`src/rtl/fila_escrita_registradores_if.sv`:
```
// Writeback queue bus: push handshake, register-file write port, bypass lookups and occupancy.
// slave = queue side, master = producer / register-file / decode side.
interface fila_escrita_registradores_if #(
  parameter int unsigned DEPTH = 4
);
  localparam int unsigned CW = $clog2(DEPTH) + 1;

  logic          InValid;
  logic          InReady;
  logic [4:0]    InReg;
  logic [31:0]   InDado;
  logic          Hold;
  logic          WriteReg;
  logic [4:0]    EscreveReg;
  logic [31:0]   EscreveDado;
  logic [4:0]    LeReg1;
  logic [4:0]    LeReg2;
  logic          Hit1;
  logic          Hit2;
  logic [31:0]   Fwd1;
  logic [31:0]   Fwd2;
  logic [CW-1:0] Count;

  modport slave (
    input  InValid, InReg, InDado, Hold, LeReg1, LeReg2,
    output InReady, WriteReg, EscreveReg, EscreveDado, Hit1, Hit2, Fwd1, Fwd2, Count
  );

  modport master (
    output InValid, InReg, InDado, Hold, LeReg1, LeReg2,
    input  InReady, WriteReg, EscreveReg, EscreveDado, Hit1, Hit2, Fwd1, Fwd2, Count
  );
endinterface

```
`src/rtl/fila_escrita_registradores.sv`:
```
// Writeback queue draining one entry per cycle into the register file, with two bypass ports.
// Optional macro WB_COALESCE_EN: a push matching the youngest entry's register overwrites it.
module fila_escrita_registradores #(
  parameter int unsigned DEPTH = 4
) (
  input logic                         Clock,
  input logic                         Reset,
  fila_escrita_registradores_if.slave bus
);
  localparam int unsigned PW = $clog2(DEPTH);
  localparam int unsigned CW = PW + 1;

  logic [4:0]    r_reg  [DEPTH];
  logic [31:0]   r_dado [DEPTH];
  logic [PW-1:0] r_head;
  logic [PW-1:0] r_tail;
  logic [CW-1:0] r_count;

  logic w_empty;
  logic w_full;
  logic w_pop;
  logic w_push;
  logic w_coal;
  logic w_alloc;

  assign w_empty = (r_count == '0);
  assign w_full  = (r_count == CW'(DEPTH));
  // A reset cycle must never strobe the register file.
  assign w_pop   = !w_empty && !bus.Hold && !Reset;
  // Writes to r0 complete the handshake but are dropped.
  assign w_push  = bus.InValid && !w_full && (bus.InReg != 5'd0);

`ifdef WB_COALESCE_EN
  logic [PW-1:0] w_young;
  assign w_young = r_tail - PW'(1);
  // A lone head leaving this cycle cannot absorb the push; it enqueues behind it instead.
  assign w_coal  = w_push && !w_empty && (r_reg[w_young] == bus.InReg)
                   && !(w_pop && (r_count == CW'(1)));
`else
  assign w_coal  = 1'b0;
`endif

  assign w_alloc = w_push && !w_coal;

  always_ff @(posedge Clock) begin
    if (Reset) begin
      r_head  <= '0;
      r_tail  <= '0;
      r_count <= '0;
    end else begin
      if (w_alloc) begin
        r_tail <= r_tail + PW'(1);
      end
      if (w_pop) begin
        r_head <= r_head + PW'(1);
      end
      r_count <= r_count + CW'(w_alloc) - CW'(w_pop);
    end
  end

  // Payload storage needs no reset: validity comes from head/count alone.
  always_ff @(posedge Clock) begin
    if (!Reset) begin
      if (w_alloc) begin
        r_reg[r_tail]  <= bus.InReg;
        r_dado[r_tail] <= bus.InDado;
      end
`ifdef WB_COALESCE_EN
      if (w_coal) begin
        r_dado[w_young] <= bus.InDado;
      end
`endif
    end
  end

  logic          w_hit1;
  logic          w_hit2;
  logic [31:0]   w_fwd1;
  logic [31:0]   w_fwd2;
  logic [PW-1:0] w_idx;

  // Scan oldest to youngest so the last match (youngest) wins.
  always_comb begin
    w_hit1 = 1'b0;
    w_hit2 = 1'b0;
    w_fwd1 = '0;
    w_fwd2 = '0;
    w_idx  = '0;
    for (int k = 0; k < DEPTH; k++) begin
      w_idx = r_head + PW'(k);
      if (CW'(k) < r_count) begin
        if ((bus.LeReg1 != 5'd0) && (r_reg[w_idx] == bus.LeReg1)) begin
          w_hit1 = 1'b1;
          w_fwd1 = r_dado[w_idx];
        end
        if ((bus.LeReg2 != 5'd0) && (r_reg[w_idx] == bus.LeReg2)) begin
          w_hit2 = 1'b1;
          w_fwd2 = r_dado[w_idx];
        end
      end
    end
  end

  assign bus.InReady     = !w_full;
  assign bus.WriteReg    = w_pop;
  assign bus.EscreveReg  = w_empty ? 5'd0  : r_reg[r_head];
  assign bus.EscreveDado = w_empty ? 32'd0 : r_dado[r_head];
  assign bus.Hit1        = w_hit1;
  assign bus.Hit2        = w_hit2;
  assign bus.Fwd1        = w_fwd1;
  assign bus.Fwd2        = w_fwd2;
  assign bus.Count       = r_count;
endmodule

```
`src/flat_wrapper.sv`:
```
// flat-port wrapper written by rule: the top's interface ports become plain ports
module fila_escrita_registradores_flat 
#(
  parameter int unsigned DEPTH = 4
)
  (Clock, Reset, bus_InValid, bus_InReg, bus_InDado, bus_Hold, bus_LeReg1, bus_LeReg2, bus_InReady, bus_WriteReg, bus_EscreveReg, bus_EscreveDado, bus_Hit1, bus_Hit2, bus_Fwd1, bus_Fwd2, bus_Count);
  fila_escrita_registradores_if #(.DEPTH(DEPTH)) bus_i ();
  input logic Clock;
  input logic Reset;
  input wire logic [$bits(bus_i.InValid)-1:0] bus_InValid;
  input wire logic [$bits(bus_i.InReg)-1:0] bus_InReg;
  input wire logic [$bits(bus_i.InDado)-1:0] bus_InDado;
  input wire logic [$bits(bus_i.Hold)-1:0] bus_Hold;
  input wire logic [$bits(bus_i.LeReg1)-1:0] bus_LeReg1;
  input wire logic [$bits(bus_i.LeReg2)-1:0] bus_LeReg2;
  output wire logic [$bits(bus_i.InReady)-1:0] bus_InReady;
  output wire logic [$bits(bus_i.WriteReg)-1:0] bus_WriteReg;
  output wire logic [$bits(bus_i.EscreveReg)-1:0] bus_EscreveReg;
  output wire logic [$bits(bus_i.EscreveDado)-1:0] bus_EscreveDado;
  output wire logic [$bits(bus_i.Hit1)-1:0] bus_Hit1;
  output wire logic [$bits(bus_i.Hit2)-1:0] bus_Hit2;
  output wire logic [$bits(bus_i.Fwd1)-1:0] bus_Fwd1;
  output wire logic [$bits(bus_i.Fwd2)-1:0] bus_Fwd2;
  output wire logic [$bits(bus_i.Count)-1:0] bus_Count;
  assign bus_i.InValid = bus_InValid;
  assign bus_i.InReg = bus_InReg;
  assign bus_i.InDado = bus_InDado;
  assign bus_i.Hold = bus_Hold;
  assign bus_i.LeReg1 = bus_LeReg1;
  assign bus_i.LeReg2 = bus_LeReg2;
  assign bus_InReady = bus_i.InReady;
  assign bus_WriteReg = bus_i.WriteReg;
  assign bus_EscreveReg = bus_i.EscreveReg;
  assign bus_EscreveDado = bus_i.EscreveDado;
  assign bus_Hit1 = bus_i.Hit1;
  assign bus_Hit2 = bus_i.Hit2;
  assign bus_Fwd1 = bus_i.Fwd1;
  assign bus_Fwd2 = bus_i.Fwd2;
  assign bus_Count = bus_i.Count;
  fila_escrita_registradores #(.DEPTH(DEPTH)) u_core (.Clock(Clock), .Reset(Reset), .bus(bus_i));
endmodule
```
`config.mk`:
```
export PLATFORM = sky130hd
export DESIGN_NAME = fila_escrita_registradores_flat
export DESIGN_NICKNAME = d
export VERILOG_FILES = /design/src/rtl/fila_escrita_registradores_if.sv /design/src/rtl/fila_escrita_registradores.sv /design/src/flat_wrapper.sv
export SDC_FILE = /design/constraint.sdc
export NUM_CORES = 1
export LEC_CHECK = 0
export ABC_AREA = 1
export BUFFER_PORTS_ARGS = -buffer_cell sky130_fd_sc_hd__buf_2
export CAP_MARGIN = 0
export CORE_MARGIN = 1.5
export CORE_UTILIZATION = 30
export CTS_BUF_LIST = sky130_fd_sc_hd__clkbuf_4
export DETAILED_ROUTE_END_ITERATION = 7
export RECOVER_POWER = 100
export REMOVE_ABC_BUFFERS = 1
export SLEW_MARGIN = 20
export SYNTH_ARGS = -nofsm -noshare
export SYNTH_HDL_FRONTEND = slang
export SYNTH_SLANG_ARGS = --single-unit
```
`constraint.sdc`:
```
create_clock -name Clock -period 4.58 [get_ports Clock]
set_clock_uncertainty 0.05 [all_clocks]
set_input_delay 0.229 -clock Clock [delete_from_list [all_inputs] [get_ports Clock]]
set_output_delay 0.229 -clock Clock [all_outputs]
set_load 0.01 [all_outputs]
```
==> results.sh, run 1 <==
export IMPL_status="finished with violations"
export IMPL_violations="capacitance limit, slew limit"
export IMPL_max_slew_margin=-0.315
export IMPL_path_clk_slew_ns=0.15
export IMPL_clockRootBuffer="clkbuf_4"
export IMPL_peakVddDrop_mv=0.239
export IMPL_power_density_nw_per_um2=511
export IMPL_layout_drive_gt1_share=0.0652
export IMPL_setup_viol=0
export IMPL_place_ws_ns=0.856
export IMPL_port_buffers=158
export IMPL_ctsHtreeMaxLevel=4
export IMPL_grt_usage=0.218
export IMPL_cp_start_kind="flip-flop"
export IMPL_wire_per_inst_um=19.3
export IMPL_io_pins=159
export IMPL_r2r_cells=7
export IMPL_vias=13900
export IMPL_period_minus_slack_ns=4.32
export IMPL_crit_type="reg -> out"
export IMPL_start_util=0.305
export IMPL_grt_pass1_wl_mm=73.8
export IMPL_cp_data_arrival_time_ns=4.04
export IMPL_final_cell_mix="641 x nand2_1, 274 x nor2_1, 148 x nand3_1, 148 x edfxtp_1, 146 x o21ai_0"
export IMPL_syn_to_final_growth_pct=13.8
export IMPL_critPathCaptureType="output pin"
export IMPL_cts_buffers=17
export IMPL_p_int_uw=3120
export IMPL_synth_cells=1904
export IMPL_r2r_start="u_core.bus.Count[1]"
export IMPL_wl_mm=49.6
export IMPL_fp_dieH_um=208
export IMPL_async_flop_share=0
export IMPL_setup_ws_ns=0.258
export IMPL_fin_nets=2086
export IMPL_max_freq_mhz=231
export IMPL_swShare=0.573
export IMPL_maxCapViolCount=4
export IMPL_grt_max_degree=85
export IMPL_synth_seq_area_share=0.368
export IMPL_hold_ws_ns=0.179
export IMPL_finalHoldViolCount=0
export IMPL_fin_crit_sh=0.944
export IMPL_viasPerCell=5.39
export IMPL_syn_area_um2=12600
export IMPL_regToRegSetupSlack_ns=0.78
export IMPL_die_area_um2=43100
export IMPL_drv_slew=45
export IMPL_gr_total_overflow=0
export IMPL_cts_tree="yes"
export IMPL_rsz0062_at_grt="false"
export IMPL_tightest_slew_ns=1.96
export IMPL_worstHoldPathType="in -> reg"
export IMPL_avgSynthCellArea_um2=6.60
export IMPL_utilization=0.347
export IMPL_largest_register_ffs=128
export IMPL_globalplace_congestion=0.916
export IMPL_grt_pass1_vias=13100
export IMPL_cp_data_required_time_ns=4.30
export IMPL_die_w_um=208
export IMPL_clk_latency_ns=0.56
export IMPL_drcViolationCount=0
export IMPL_seq_power_share=0.245
export IMPL_p_leak_uw=0.00602
export IMPL_drtAntennaViolNets=0
export IMPL_hpwl_mm=32.1
export IMPL_ys_types=33
export IMPL_clock_power_share=0.119
export IMPL_yosys_most_used_dff="edfxtp_1"
export IMPL_finalPower_uw=7290
export IMPL_fp_coreArea_um2=41100
export IMPL_worstPathMaxFanout=22
export IMPL_worstSetupEndpoint="bus_Fwd2[7]"
export IMPL_antenna_found_initial=3
export IMPL_clock_path_buffers=2
export IMPL_layout_commonest_cell="nand2_1"
export IMPL_drt_iter0_drc=1257
export IMPL_synth_edff_count=148
export IMPL_p_sw_uw=4180
export IMPL_final_area_um2=14300
export IMPL_combPwrFrac=0.635
export IMPL_synth_seq_cells=157
export IMPL_rows=74
export IMPL_first_pass_iters=6
export IMPL_dpl_cell_area_um2=13700
export IMPL_rr_endpoint="u_core.r_dado[2][0]"
export IMPL_ys_warnings_count=0
export IMPL_cts_sinks=157
critical path, cell delays in order, from the launching register on:
cell	delay (ns)
dfxtp_1	0.89
inv_1	0.45
nand3_1	0.32
nand2_1	0.13
nand2_1	0.08
nand2_1	0.05
nor2_1	0.13
nand3_2	0.36
buf_4	0.41
nor2_1	0.12
nand2_1	0.06
nand3_1	0.09
nand2_1	0.08
nand2_1	0.13
clkbuf_1	0.17
logic make-up (layout without fill, tap and decap cells):
| logic type | Yosys count | count (layout) | share of synthesized area |
|---|---|---|---|
| AOI/OAI and AO/OA | 307 | 307 | 0.142 |
| other | 0 | 2 | 0 |
| buffers and inverters | 262 | 394 | 0.0915 |
| xor gates and xnor gates | 6 | 6 | 0.00418 |
| adders and majority gates | 9 | 9 | 0.00957 |
| muxes | 1 | 1 | 0.000797 |
| DFF | 157 | 157 | 0.368 |
| and+or+nand+nor | 1162 | 1165 | 0.383 |
layer usage:
metal	vias to the layer above	track usage	routed length, µm
li1	6596	-	-
met1	6439	0.272	20200
met2	695	0.370	23500
met3	130	0.0321	3840
met4	0	0.102	2060
met5	-	0	0
metrics by stage:
step	TNS [ns]	std cells
2_1_floorplan	-217.08	1771
3_5_place_dp	0	2496
3_3_place_gp	0	2496
5_1_grt	0	2573
4_1_cts	0	2567
6_report	0	2573
cell usage after synthesis (all sizes together), types with 9 or more instances:
| master | number | share of area |
|---|---|---|
| a21oi | 40 | 0.017 |
| a22oi | 32 | 0.019 |
| buf | 89 | 0.040 |
| clkbuf | 44 | 0.013 |
| dfxtp | 9 | 0.014 |
| edfxtp | 148 | 0.35 |
| inv | 128 | 0.038 |
| nand2 | 646 | 0.19 |
| nand3 | 154 | 0.064 |
| nand4 | 67 | 0.033 |
| nor2 | 289 | 0.089 |
| o211ai | 63 | 0.038 |
| o21ai | 171 | 0.068 |
power by group through the flow:
stage          Sequential, µW  Combinational [µW]  Clock (µW)
2_1_floorplan            1950                2640           0
3_3_place_gp             1830                4450           0
3_5_place_dp             1830                4520           0
4_1_cts                  1800                4570         888
5_1_grt                  1800                5090         940
6_report                 1790                4630         871
layout make-up:
| cell class | instances | area (µm²) |
|---|---|---|
| Fill cell | 4504 | 26800 |
| Multi-Input combinational cell | 1488 | 6910 |
| Sequential cell | 157 | 4630 |
| Timing Repair Buffer | 233 | 1290 |
| Tap cell | 532 | 666 |
| Inverter | 129 | 485 |
| Clock inverter | 15 | 169 |
| Clock buffer | 17 | 128 |
| Antenna cell | 2 | 5.00 |
how the worst min path moves through the flow:
stage          slack (ns)             endpoint     startpoint  cells after the start
2_1_floorplan        0.25  u_core.bus.Count[1]          Reset                      1
3_3_place_gp         0.40  u_core.r_dado[1][2]  bus_InDado[2]                      1
3_5_place_dp         0.40  u_core.r_dado[3][1]  bus_InDado[1]                      1
4_1_cts              0.08            flip-flop       bus_Hold                      4
5_1_grt              0.18     u_core.r_head[1]       bus_Hold                      4
6_report             0.18     u_core.r_head[1]       bus_Hold                      4
what timing repair did:
action	CTS	global route
buffers inserted	0	1
resized for setup	0	6
hold buffers	39	0
endpoints found under the setup margin	0	65
hold endpoints to repair	153	0
(Power assumes the default switching activity.)
==> run 2, diff against run 1 <==
Settings changed: BUFFER_PORTS_ARGS -buffer_cell sky130_fd_sc_hd__buf_2 to -buffer_cell sky130_fd_sc_hd__buf_4.
Clock period 4.58 ns to 4.1 ns, I/O delays scaled along.
==> run 2 against run 1 <==
Net effect: the flow now finishes without violations; die area is the same; sequential share of layout area is 0.70 points lower; worst setup slack lost 0.055 ns; flip-flop and latch count unchanged; critical path type unchanged; critical endpoint is now bus_Fwd1[12]; largest power group unchanged.
==> results.sh, run 2 (same netlist as run 1, synthesis figures left out) <==
export IMPL_status="finished, final reports clean"
export IMPL_tightest_slew_ns=1.46
export IMPL_crit_type="reg -> out"
export IMPL_max_slew_margin=0.0270
export IMPL_grt_max_degree=106
export IMPL_path_clk_slew_ns=0.14
export IMPL_seqCellArea_um2=4630
export IMPL_fp_coreArea_um2=41100
export IMPL_layout_commonest_cell="nand2_1"
export IMPL_drtAntennaViolNets=0
export IMPL_multi_input_area_um2=6910
export IMPL_largest_register_ffs=128
export IMPL_port_buffers=158
export IMPL_start_util=0.305
export IMPL_io_pins=159
export IMPL_finalSetupTns_ns=0
export IMPL_final_fill_count=4546
export IMPL_final_cell_mix="641 x nand2_1, 271 x nor2_1, 148 x nand3_1, 148 x edfxtp_1, 146 x o21ai_0"
export IMPL_layout_drive_gt1_share=0.0800
export IMPL_ctsHtreeMaxLevel=4
export IMPL_setup_viol=0
export IMPL_max_freq_mhz=257
export IMPL_die_area_um2=43100
export IMPL_hpwl_mm=32.2
export IMPL_dp_cells=2503
export IMPL_r2r_start="u_core.bus.Count[1]"
export IMPL_clockRootBuffer="clkbuf_4"
export IMPL_grt_usage=0.228
export IMPL_period_minus_slack_ns=3.90
export IMPL_clk_latency_ns=0.58
export IMPL_crit_start="u_core.r_head[1]"
export IMPL_hp_start="bus_Hold"
export IMPL_utilization=0.355
export IMPL_viasPerCell=5.38
export IMPL_finalHoldViolCount=0
export IMPL_antenna_found_initial=2
export IMPL_cp_start_kind="flip-flop"
export IMPL_cp_data_required_time_ns=3.85
export IMPL_fin_crit_sh=0.950
export IMPL_instances_no_fill=2583
export IMPL_rows=74
export IMPL_drcViolationCount=0
export IMPL_die_w_um=208
export IMPL_globalplace_congestion=0.937
export IMPL_wire_per_inst_um=19.3
export IMPL_dpl_cell_area_um2=14300
export IMPL_cts_tree="yes"
export IMPL_worstHoldPathType="in -> reg"
export IMPL_critPathCaptureType="output pin"
export IMPL_grt_pass1_wl_mm=76.5
export IMPL_gr_total_overflow=0
export IMPL_syn_to_final_growth_pct=16.3
export IMPL_wl_mm=50.0
export IMPL_p_leak_uw=0.00619
export IMPL_maxCapViolCount=0
export IMPL_cts_sinks=157
export IMPL_drv_slew=0
export IMPL_power_density_nw_per_um2=565
export IMPL_worstPathMaxFanout=18
export IMPL_peakVddDrop_mv=0.358
export IMPL_fin_nets=2097
export IMPL_final_area_um2=14600
export IMPL_fp_dieH_um=208
export IMPL_rsz0062_at_grt="false"
export IMPL_grt_pass1_vias=13200
export IMPL_drt_iter0_drc=1379
export IMPL_clock_path_buffers=2
export IMPL_cp_data_arrival_time_ns=3.64
export IMPL_first_pass_iters=6
export IMPL_vias=13900
export IMPL_cts_buffers=17
==> run 2: per-stage QoR <==
stage                     total power, µW  setup WS, ns  hold WS (ns)
after detailed placement             7400         0.490         0.362
after global placement               7340         0.542         0.359
after CTS                            8460        0.0165        0.0548
after global routing                 8870        0.0204         0.129
final                                8250         0.203         0.138
after floorplan                      5120         -3.74         0.222
==> run 2: area by class of cell <==
| type | count | share of cell area |
|---|---|---|
| inverters | 129 | 0.0332 |
| flip-flops and latches | 157 | 0.317 |
| multi-input cells | 1487 | 0.473 |
| clock buffers | 17 | 0.00874 |
| repair buffers | 245 | 0.110 |
| diodes | 1 | 0.000171 |
| well taps | 532 | 0.0456 |
| clock inverters | 15 | 0.0114 |
==> run 2: power by group <==
part	internal [µW]	total [µW]	leakage, µW	switching, µW
registers	1880	2020	0.00142	137
clock network	336	1000	0.000163	664
logic	1390	5230	0.00461	3840
total	3610	8250	0.00619	4640
==> run 2: critical path: stages, from the launching register on <==
cell and delay (ns):
dfxtp_2 0.59, clkinv_2 0.22, nand2_2 0.20, clkinv_1 0.68
clkbuf_2 0.45, a22oi_1 0.27, o211ai_1 0.21, nor2_1 0.14
nor2_1 0.05, nand2_1 0.07, nand2_1 0.05, buf_4 0.14
==> run 2: worst paths after layout <==
path / end / slack (ns) / depth (start not counted)
worst max-delay path: bus_Fwd1[12] / 0.20 / 11
worst min-delay path: flip-flop / 0.14 / 5
worst max register to register: u_core.r_dado[1][5] / 1.20 / 7
worst min register to register: u_core.r_tail[1] / 0.50 / 2
==> run 2: routing by layer <==
layer | routed length [µm] | track usage | part of all wire
met3 | 3850 | 0.0349 | 0.077
met5 | 11 | 0 | 0.00022
met4 | 1860 | 0.0986 | 0.037
met2 | 23600 | 0.390 | 0.47
met1 | 20600 | 0.284 | 0.41
==> run 2: repair_timing <==
action / 4_1_cts / 5_1_grt
endpoints found under the setup margin: 32 / 33
hold buffers: 39 / 0
cloned: 1 / 1
gates resized for setup: 1 / 2
hold endpoints to repair: 156 / 0
pin swaps: 2 / 2
buffers inserted: 3 / 3
==> run 3, diff against run 2 <==
Settings changed: GPL_TIMING_DRIVEN from default to 0.
==> run 3 against run 2 <==
Net effect: the run now ends with capacitance limit, slew limit left; register-to-register slack worse by 0.95 ns; largest cell class unchanged; clock-buffer cell count unchanged; first-iteration DRC count rose by 24%.
==> results.sh, run 3 (same netlist as run 1, synthesis figures left out) <==
export IMPL_grt_pass1_vias=13700
export IMPL_layout_drive_gt1_share=0.0922
export IMPL_period_minus_slack_ns=4.00
export IMPL_globalplace_congestion=0.868
export IMPL_fin_crit_sh=0.975
export IMPL_drcViolationCount=0
export IMPL_max_slew_margin=-0.481
export IMPL_worstPathMaxFanout=41
export IMPL_hpwl_mm=31.8
export IMPL_die_area_um2=43100
export IMPL_max_freq_mhz=250
export IMPL_vias=14500
export IMPL_final_fill_count=4330
export IMPL_worstHoldPathType="in -> reg"
export IMPL_die_w_um=208
export IMPL_largest_register_ffs=128
export IMPL_finalHoldViolCount=0
export IMPL_fp_dieH_um=208
export IMPL_fin_nets=2129
export IMPL_p_leak_uw=0.00648
export IMPL_maxCapViolCount=2
export IMPL_grt_pass1_wl_mm=80.4
export IMPL_cts_tree="yes"
export IMPL_cp_start_kind="flip-flop"
export IMPL_fp_coreArea_um2=41100
export IMPL_grt_usage=0.243
export IMPL_setup_ws_ns=0.103
export IMPL_port_buffers=158
export IMPL_power_density_nw_per_um2=592
export IMPL_final_cell_mix="639 x nand2_1, 275 x nor2_1, 148 x nand3_1, 148 x edfxtp_1, 146 x o21ai_0"
export IMPL_antenna_found_initial=4
export IMPL_clockRootBuffer="clkbuf_4"
export IMPL_syn_to_final_growth_pct=22.4
export IMPL_layout_commonest_cell="nand2_1"
export IMPL_drv_slew=37
export IMPL_io_pins=159
export IMPL_crit_type="reg -> out"
export IMPL_viasPerCell=5.52
export IMPL_cts_buffers=17
export IMPL_cts_sinks=157
export IMPL_ctsHtreeMaxLevel=4
export IMPL_gr_total_overflow=0
export IMPL_cp_data_arrival_time_ns=3.74
export IMPL_rows=74
export IMPL_peakVddDrop_mv=0.307
export IMPL_start_util=0.305
export IMPL_grt_max_degree=74
export IMPL_clk_latency_ns=0.60
export IMPL_drtAntennaViolNets=0
export IMPL_path_clk_slew_ns=0.13
export IMPL_wl_mm=53.7
export IMPL_place_ws_ns=-1.85
export IMPL_tightest_slew_ns=2.21
export IMPL_setup_viol=0
export IMPL_critPathCaptureType="output pin"
export IMPL_clock_path_buffers=2
export IMPL_finalPower_uw=9090
export IMPL_cp_data_required_time_ns=3.85
export IMPL_drt_iter0_drc=1714
export IMPL_violations="capacitance limit, slew limit"
export IMPL_wire_per_inst_um=20.5
export IMPL_first_pass_iters=6
export IMPL_hold_ws_ns=0.287
export IMPL_status="finished with violations"
==> run 3: cell types whose count changed in the layout (fill, tap and decap cells not counted), moves of 5 or more <==
cell,change
buf_16,+11
clkbuf_2,-10
nand3_4,+8
buf_12,+7
buf_4,+6
inv_6,-5
nand3_2,-5
==> run 3: final timing paths <==
check | from | slack (ns) | depth (start not counted) | end
max | u_core.r_head[1] | 0.10 | 17 | bus_Fwd2[10]
min | Reset | 0.29 | 3 | u_core.bus.Count[0]
max reg2reg | u_core.bus.Count[1] | 0.25 | 7 | u_core.r_dado[3][16]
min reg2reg | u_core.r_tail[1] | 0.49 | 2 | u_core.r_tail[1]
==> run 3: timing repair <==
action / in CTS / in global routing
gates cloned: 12 / 0
hold endpoints to repair: 157 / 0
setup buffers: 27 / 11
pin swaps: 16 / 2
hold buffers: 40 / 0
resized for setup: 24 / 3
endpoints found under the setup margin: 66 / 64
==> run 3: metal layers <==
| metal | vias up | routed length (µm) | GRT usage |
|---|---|---|---|
| li1 | 6715 | - | - |
| met1 | 6692 | 21700 | 0.311 |
| met2 | 861 | 24700 | 0.404 |
| met3 | 185 | 4970 | 0.0339 |
| met4 | 0 | 2390 | 0.120 |
| met5 | - | 0 | 0 |
==> run 3: layout make-up <==
cell class,instances,area [µm²],share of cell area
inverter,129,500,0.0326
tap,532,666,0.0433
multi-input combinational,1496,7090,0.461
clock buffer,17,128,0.00830
antenna,4,10.0,0.000651
timing repair buffer,268,2150,0.140
clock inverter,15,186,0.0121
sequential,157,4640,0.302
==> run 3: per-stage QoR <==
step           cell area (µm²)  setup TNS, ns   util  instances
5_1_grt                  15400        -0.0183  0.374       2618
3_3_place_gp             13700        -787.93  0.334       2461
6_report                 15400              0  0.374       2618
3_5_place_dp             14600        -115.96  0.354       2492
4_1_cts                  15800              0  0.385       2603
2_1_floorplan            11900        -248.49      -       1771
==> run 3: critical path: stages (launching register included) <==
cell,delay (ns)
dfxtp_4,0.42
buf_16,0.20
clkinv_2,0.18
nand2_4,0.22
nand2_8,0.16
buf_12,0.24
nand2_1,0.07
nand2_1,0.11
xor2_1,0.17
nor2_1,0.13
nand2_1,0.26
nor2_4,0.19
buf_4,0.15
buf_16,0.17
nor2_1,0.06
nand2_1,0.06
nand2_1,0.13
buf_4,0.18
==> run 3: power by group <==
group | internal, µW | switching, µW
combinational | 1820 | 4230
sequential | 1880 | 113
clock | 433 | 611
total | 4140 | 4960
